### config.mk
export PLATFORM = sky130hd
export DESIGN_NAME = mc_ctrl_fsm
export DESIGN_NICKNAME = d
export VERILOG_FILES = /design/src/rtl/mc_ctrl_fsm.sv
export SDC_FILE = /design/constraint.sdc
export NUM_CORES = 1
export LEC_CHECK = 0
export ABC_AREA = 1
export CAP_MARGIN = 20
export CELL_PAD_IN_SITES_DETAIL_PLACEMENT = 2
export CELL_PAD_IN_SITES_GLOBAL_PLACEMENT = 2
export CORE_ASPECT_RATIO = 0.8
export CORE_MARGIN = 2
export CORE_UTILIZATION = 28
export CTS_CLUSTER_DIAMETER = 200
export DETAILED_ROUTE_END_ITERATION = 16
export PLACE_DENSITY_LB_ADDON = 0.1
export SYNTH_ARGS = -nofsm -noshare
export SYNTH_HDL_FRONTEND = slang
export SYNTH_SLANG_ARGS = --single-unit
### constraint.sdc
create_clock -name clk -period 2.5 [get_ports clk]
set_input_delay 0.5 -clock clk [delete_from_list [all_inputs] [get_ports clk]]
set_output_delay 0.5 -clock clk [all_outputs]
set_load 0.02 [all_outputs]
### src/rtl/mc_ctrl_fsm.sv
// mc_ctrl_fsm: multicycle CPU control FSM with retired-instruction counter
module mc_ctrl_fsm #(
    parameter int MEMWAIT = 1
) (
    input  logic        clk,
    input  logic        reset,
    input  logic [5:0]  op,
    input  logic        memready,
    output logic        memreq,
    output logic        iord,
    output logic        irwrite,
    output logic        pcwrite,
    output logic        branch,
    output logic        memwrite,
    output logic        regwrite,
    output logic        memtoreg,
    output logic        regdst,
    output logic        alusrca,
    output logic [1:0]  alusrcb,
    output logic [1:0]  pcsrc,
    output logic [1:0]  aluop,
    output logic        illegal,
    output logic [3:0]  state,
    output logic [31:0] instret
);
    typedef enum logic [3:0] {
        FETCH   = 4'd0,
        DECODE  = 4'd1,
        MEMADR  = 4'd2,
        MEMRD   = 4'd3,
        MEMWB   = 4'd4,
        MEMWR   = 4'd5,
        RTYPEEX = 4'd6,
        RTYPEWB = 4'd7,
        BEQEX   = 4'd8,
        ADDIEX  = 4'd9,
        ADDIWB  = 4'd10,
        JEX     = 4'd11
    } state_t;

    localparam logic [5:0] OP_LW = 6'b100011, OP_SW = 6'b101011, OP_R = 6'b000000,
                           OP_BEQ = 6'b000100, OP_ADDI = 6'b001000, OP_J = 6'b000010;

    state_t state_q, state_d;
    logic   rdy, retire;

    assign state = state_q;

    // state register; reset forces FETCH immediately
    always_ff @(posedge clk or negedge reset) begin
        if (!reset) state_q <= FETCH;
        else        state_q <= state_d;
    end

    // retired-instruction counter, wraps naturally at 32 bits
    always_ff @(posedge clk or negedge reset) begin
        if (!reset)      instret <= '0;
        else if (retire) instret <= instret + 32'd1;
    end

    // next state and per-state datapath controls; memready only sampled where a memory access is pending
    always_comb begin
        state_d  = FETCH;
        retire   = 1'b0;
        rdy      = 1'b0;
        memreq   = 1'b0;
        iord     = 1'b0;
        irwrite  = 1'b0;
        pcwrite  = 1'b0;
        branch   = 1'b0;
        memwrite = 1'b0;
        regwrite = 1'b0;
        memtoreg = 1'b0;
        regdst   = 1'b0;
        alusrca  = 1'b0;
        alusrcb  = 2'b00;
        pcsrc    = 2'b00;
        aluop    = 2'b00;
        illegal  = 1'b0;
        case (state_q)
            FETCH: begin
                rdy     = (MEMWAIT == 0) || memready;
                memreq  = 1'b1;
                alusrcb = 2'b01;
                irwrite = rdy;
                pcwrite = rdy;
                state_d = rdy ? DECODE : FETCH;
            end
            DECODE: begin
                alusrcb = 2'b11;
                case (op)
                    OP_LW, OP_SW: state_d = MEMADR;
                    OP_R:         state_d = RTYPEEX;
                    OP_BEQ:       state_d = BEQEX;
                    OP_ADDI:      state_d = ADDIEX;
                    OP_J:         state_d = JEX;
                    default:      illegal = 1'b1;
                endcase
            end
            MEMADR: begin
                alusrca = 1'b1;
                alusrcb = 2'b10;
                state_d = (op == OP_LW) ? MEMRD : MEMWR;
            end
            MEMRD: begin
                rdy     = (MEMWAIT == 0) || memready;
                memreq  = 1'b1;
                iord    = 1'b1;
                state_d = rdy ? MEMWB : MEMRD;
            end
            MEMWB: begin
                regwrite = 1'b1;
                memtoreg = 1'b1;
                retire   = 1'b1;
            end
            MEMWR: begin
                rdy      = (MEMWAIT == 0) || memready;
                memreq   = 1'b1;
                iord     = 1'b1;
                memwrite = 1'b1;
                retire   = rdy;
                state_d  = rdy ? FETCH : MEMWR;
            end
            RTYPEEX: begin
                alusrca = 1'b1;
                aluop   = 2'b10;
                state_d = RTYPEWB;
            end
            RTYPEWB: begin
                regwrite = 1'b1;
                regdst   = 1'b1;
                retire   = 1'b1;
            end
            BEQEX: begin
                alusrca = 1'b1;
                aluop   = 2'b01;
                pcsrc   = 2'b01;
                branch  = 1'b1;
                retire  = 1'b1;
            end
            ADDIEX: begin
                alusrca = 1'b1;
                alusrcb = 2'b10;
                state_d = ADDIWB;
            end
            ADDIWB: begin
                regwrite = 1'b1;
                retire   = 1'b1;
            end
            JEX: begin
                pcsrc   = 2'b10;
                pcwrite = 1'b1;
                retire  = 1'b1;
            end
            default: state_d = FETCH;
        endcase
    end
endmodule

==> impl_metrics.yaml, run 1 <==
timing:
  setup_violations: 0
  finalHoldViolations: 0
  slew_viol_final: 0
  layout_min_cycle_time_ns: 2.411
  max_freq_mhz: 414.7
  fin_skew_ns: 0.005961
  period_share: 0.9646
  max_slew.worst_pin.slew_ns: 0.8667
  rsz0062_at_grt: "false"
  relSlewSlack: 0.4222
pwr:
  p_leak_uw: 0.001614
  clkPwrFrac: 0.252
  p_switching_uw: 679.4
  intPower_uw: 1115
  combPwrFrac: 0.343
  seqPwrFrac: 0.405
  p_total_uw: 1795
  pwr_density_cell_nw_per_um2: 538.2
  swShare: 0.3785
  peakVddDrop_v: 0.0003500
place:
  dpl-instance-area_um2: 3221
  dp.cells: 551
  dp_hpwl_mm: 6.510
  io_buffers: 61
  place.gp.congestion: 0.8056
finish:
  final_util: 0.3948
  antennaDiodeCount: 0
  drive_gt1_frac: 0.08501
  fin_area_um2: 3334
  syn2layout_area_growth_pct: 37.02
  final_cells: 559
  finalNetCount: 456
  fillCellCount: 1026
die:
  die-area_um2: 9458
  start_util: 0.2881
  core_area_um2: 8446
  num_rows: 30
  io_pins: 62
  die_w_um: 108.2
  dieHeight_um: 87.39
logic_synthesis:
  synth_cell_types: 27
  ys_ff_latch: 36
  avgSynthCellArea_um2: 6.507
  yosys_warnings: 0
  ys_seq_area_frac: 0.3702
  syn_inst: 374
  syn-num-nets: 384
  synthesis.area_um2: 2434
grt:
  grt_max_degree: 41
  grt_pass1_wl_mm: 13.97
  grt_pass1_vias: 2743
  grt-ovfl-total: 0
  antenna_found_initial: 0
  grt_util_all_layers: 0.1884
detailed_routing:
  drc: 0
  wl_per_cell_um: 14.95
  firstDrtPassIters: 4
  vias_per_cell: 4.717
  totalWireLength_mm: 8.358
  via_count: 2637
  drt_iter0_drc: 83
  ant_nets: 0
clock_tree:
  clk_latency_ns: 0.29
  cts_tree: "built"
  cts_buffers: 5
  cts_root_buffer: "clkbuf_8"
  htree_levels: 2
  clock_path_buffers: 2
  path_clk_slew_ns: 0.08
  clock-sinks: 36
  hold_buffers: 0
setup_path:
  critical_path_class: "reg2out"
  r2r_slack_ns: 0.75
  endpoint_kind: "primary output"
  crit-reg2reg-launch: "instret[0]$_DFFE_PN0P_"
  reg2reg_depth: 8
  r2r-end: "instret[26]$_DFFE_PN0P_"
  crit_fanout: 5
  worstSetupStartpointType: "flop"
  cp.arrival_ns: 1.91
  crit_required_ns: 2.00
flow_run:
  drv_cap: 0
outcome:
  outcome: "finished clean"
worst_hold_path:
  hold_class: "in2async"
logic make-up (layout without fill, tap and decap cells):
group           Yosys count  in the layout  share of synthesized area
fa+ha+maj                 1              1                   0.005141
buf+inv                  53            126                    0.09152
compound gates            6              6                    0.01491
flops                    36             36                     0.3702
xor+xnor                 16             16                    0.05758
simple gates            262            262                     0.4607
Yosys cell counts:
cell type / count / area share
o211ai_1: 1 / 0.0031
nand4_1: 10 / 0.026
o21ai_2: 1 / 0.0036
dfrtp_1: 36 / 0.37
and3_1: 1 / 0.0026
a21oi_1: 1 / 0.0021
nand3_2: 1 / 0.0041
nor3_1: 5 / 0.010
buf_2: 1 / 0.0021
nand2_1: 154 / 0.24
nor3_2: 1 / 0.0041
nand2_2: 2 / 0.0051
buf_6: 1 / 0.0046
nand3_1: 27 / 0.056
xnor2_1: 11 / 0.040
nor2_1: 52 / 0.080
xor2_1: 5 / 0.018
nor3b_1: 2 / 0.0062
inv_1: 46 / 0.071
nand3b_1: 2 / 0.0062
or2_2: 1 / 0.0026
nor3_4: 1 / 0.0067
nor2_4: 3 / 0.014
buf_4: 4 / 0.012
inv_2: 1 / 0.0015
o21ai_0: 3 / 0.0062
ha_1: 1 / 0.0051
metrics by stage:
stage	TNS [ns]	hold slack [ns]	setup WS [ns]
final	0	0.3183	0.08861
after CTS	-0.01345	0.3443	-0.01345
after global routing	0	0.3735	0.004124
after detailed placement	-0.3143	0.5141	-0.3143
after floorplan	0	0.2044	0.3272
after global placement	-0.2517	0.5158	-0.2517
worst max path at each step:
stage / startpoint / to / slack [ns] / cells after the start
after floorplan: state[3]$_DFF_PN0_ / aluop[0] / 0.33 / 5
after global placement: op[0] / illegal / -0.25 / 9
after detailed placement: op[0] / illegal / -0.31 / 9
after CTS: op[0] / illegal / -0.01 / 9
after global routing: state[1]$_DFF_PN0_ / memreq / 0.004 / 6
final: state[3]$_DFF_PN0_ / memreq / 0.09 / 5
power by group through the flow:
stage / clock, uW / sequential, uW / combinational (uW)
final: 453 / 727 / 616
after global routing: 487 / 742 / 675
after CTS: 472 / 725 / 620
after detailed placement: 0 / 735 / 629
after global placement: 0 / 733 / 618
after floorplan: 0 / 780 / 284
layer usage:
metal | routed length, um | GRT usage | vias to the layer above
met5 | 0 | 0 | -
met4 | 39 | 0.02448 | 0
met3 | 264 | 0.02917 | 5
met2 | 3736 | 0.2945 | 44
met1 | 4318 | 0.2806 | 1291
li1 | - | - | 1297
critical path: stages (launching register included):
cell	delay, ns
dfrtp_1	0.42
nor2_2	0.27
buf_4	0.17
nand2_1	0.07
nand3_1	0.09
clkdlybuf4s50_1	0.60
flip-flops by register name (all words and copies together), names as in the netlist:
| name | cells |
|---|---|
| instret | 32 |
| state | 4 |
area by class of cell:
cell class              instances  area, um^2  area share
inverters                      47       176.4     0.05291
flip-flops and latches         36       903.4      0.2709
multi-input cells             285        1330      0.3989
clock buffers                   8       90.09     0.02702
well taps                     112       140.1     0.04203
repair buffers                 71       694.4      0.2083
layout by cell type (no fill, tap or decap), drive strengths merged, types with 2 or more instances in the layout:
| master | count |
|---|---|
| nand4 | 10 |
| nand3 | 28 |
| nand2 | 156 |
| nor2 | 55 |
| xor2 | 5 |
| dlymetal6s2s | 4 |
| clkdlybuf4s50 | 52 |
| o21ai | 4 |
| nor3 | 7 |
| nand3b | 2 |
| dlygate4sd2 | 3 |
| inv | 47 |
| clkbuf | 8 |
| buf | 12 |
| dfrtp | 36 |
| xnor2 | 11 |
| nor3b | 2 |
what timing repair did:
item	4_1_cts	5_1_grt
endpoints found under the setup margin	8	12
resized for setup	9	11
buffers inserted	0	0
No activity file was read; power rests on OpenSTA's default activity.
==> run 2: changes to the inputs <==
--- a/config.mk
+++ b/config.mk
@@ -10,7 +10,7 @@
 export CELL_PAD_IN_SITES_DETAIL_PLACEMENT = 2
 export CELL_PAD_IN_SITES_GLOBAL_PLACEMENT = 2
 export CORE_ASPECT_RATIO = 0.8
-export CORE_MARGIN = 2
+export CORE_MARGIN = 8
 export CORE_UTILIZATION = 28
 export CTS_CLUSTER_DIAMETER = 200
 export DETAILED_ROUTE_END_ITERATION = 16
==> impl_metrics.yaml, run 2 (synthesis results as in run 1) <==
outcome:
  outcome: "finished clean"
clock_tree:
  path_clk_slew_ns: 0.08
  clock_path_buffers: 2
  cts_buffers: 5
  htree_levels: 2
  clk_latency_ns: 0.29
  clock-sinks: 36
  cts_setup_buffers: 0
  cts_root_buffer: "clkbuf_8"
  cts_tree: "built"
  hold_buffers: 0
grt:
  grt_util_all_layers: 0.1485
  grt_max_degree: 37
  grt_pass1_vias: 2876
  grt-ovfl-total: 0
  antenna_found_initial: 0
  grt_pass1_wl_mm: 14.37
setup_path:
  crit_required_ns: 2.00
  worstSetupStartpointType: "flop"
  crit_fanout: 7
  critical_path_class: "reg2out"
  endpoint_kind: "primary output"
  reg2reg_depth: 8
  cp.arrival_ns: 1.89
flow_run:
  drv_cap: 0
timing:
  relSlewSlack: 0.4229
  finalHoldViolations: 0
  fin_skew_ns: 0.007327
  layout_min_cycle_time_ns: 2.391
  max_slew.worst_pin.slew_ns: 0.8656
  rsz0062_at_grt: "false"
  period_share: 0.9563
  slew_viol_final: 0
  max_freq_mhz: 418.3
  setup_violations: 0
finish:
  final_cells: 558
  multi_input_area_um2: 1345
  drive_gt1_frac: 0.09193
  finalNetCount: 456
  final_util: 0.3970
  final_common_cell: "nand2_1"
  fin_area_um2: 3353
  antennaDiodeCount: 0
  syn2layout_area_growth_pct: 37.79
  mostFrequentLayoutCells: "nand2_1 (154), clkdlybuf4s50_1 (48), nor2_1 (46), inv_1 (45), dfrtp_1 (35)"
  fillCellCount: 1045
  seqCellArea_um2: 902.1
  largest_reg_flops: 32
  top_register: "instret"
die:
  die_w_um: 120.2
  num_rows: 30
  dieHeight_um: 99.39
  io_pins: 62
  die-area_um2: 11950
  start_util: 0.2881
  core_area_um2: 8446
detailed_routing:
  vias_per_cell: 4.729
  totalWireLength_mm: 8.744
  ant_nets: 0
  drt_iter0_drc: 47
  wl_per_cell_um: 15.67
  firstDrtPassIters: 4
  via_count: 2639
  drc: 0
pwr:
  p_total_uw: 1818
  peakVddDrop_v: 0.0003000
  p_leak_uw: 0.001644
  pwr_density_cell_nw_per_um2: 542.2
place:
  io_buffers: 61
  dp.cells: 551
  dp_hpwl_mm: 6.995
  place.gp.congestion: 0.7981
  dpl-instance-area_um2: 3221
worst_hold_path:
  hold_class: "in2async"
-- run 2: changes by cell type in the layout (fill, tap and decap cells not counted), sizes merged --
cell           before  now
dlygate4sd2         3    6
clkbuf              8    7
clkdlybuf4s50      52   48
dlymetal6s2s        4    5
-- run 2: per-stage QoR --
step / hold slack (ns) / worst slack [ns] / TNS, ns
after global routing: 0.3879 / 0.004746 / 0
after global placement: 0.5151 / -0.2586 / -0.2586
after detailed placement: 0.5163 / -0.3183 / -0.3183
after floorplan: 0.2044 / 0.3272 / 0
final: 0.3172 / 0.1093 / 0
after CTS: 0.3518 / 0.006678 / 0
-- run 2: final timing paths --
kind	slack, ns	startpoint	end
worst max-delay path	0.11	state[0]$_DFF_PN0_	irwrite
worst min-delay path	0.32	reset	instret[5]$_DFFE_PN0P_
worst max register to register	0.66	state[1]$_DFF_PN0_	instret[14]$_DFFE_PN0P_
worst min register to register	0.52	instret[12]$_DFFE_PN0P_	instret[12]$_DFFE_PN0P_
max in group asynchronous	1.58	reset	state[1]$_DFF_PN0_
min in group clk	0.52	instret[12]$_DFFE_PN0P_	instret[12]$_DFFE_PN0P_
-- run 2: critical path, stage by stage (launching register included) --
cell and delay [ns]:
dfrtp_1 0.52, nor2_4 0.21, nand2_1 0.10, nor2_1 0.14, clkdlybuf4s50_1 0.62
-- run 2: routing by layer --
metal  wire (um)  part of all wire  vias to the layer above  global-route usage
li1            -                 -                     1294                   -
met2        4049              0.46                       37              0.2483
met4          57            0.0065                        0             0.02874
met1        4269              0.49                     1302              0.1947
met5           0                 0                        -                   0
met3         368             0.042                        6             0.02888
-- run 2: report_power, final --
part	switching (uW)	internal, uW
clock	215	246
sequential	99.2	636
combinational	369	252
-- run 2: what timing repair did --
item,in CTS,in global routing
gates resized for setup,16,11
setup endpoints to repair,9,8
gates cloned,0,0
-- run 2: layout make-up --
class | count | area share
clock buffers | 7 | 0.02873
flip-flops and latches | 36 | 0.2690
inverters | 47 | 0.05261
repair buffers | 71 | 0.2067
multi-input cells | 285 | 0.4011
well taps | 112 | 0.04179
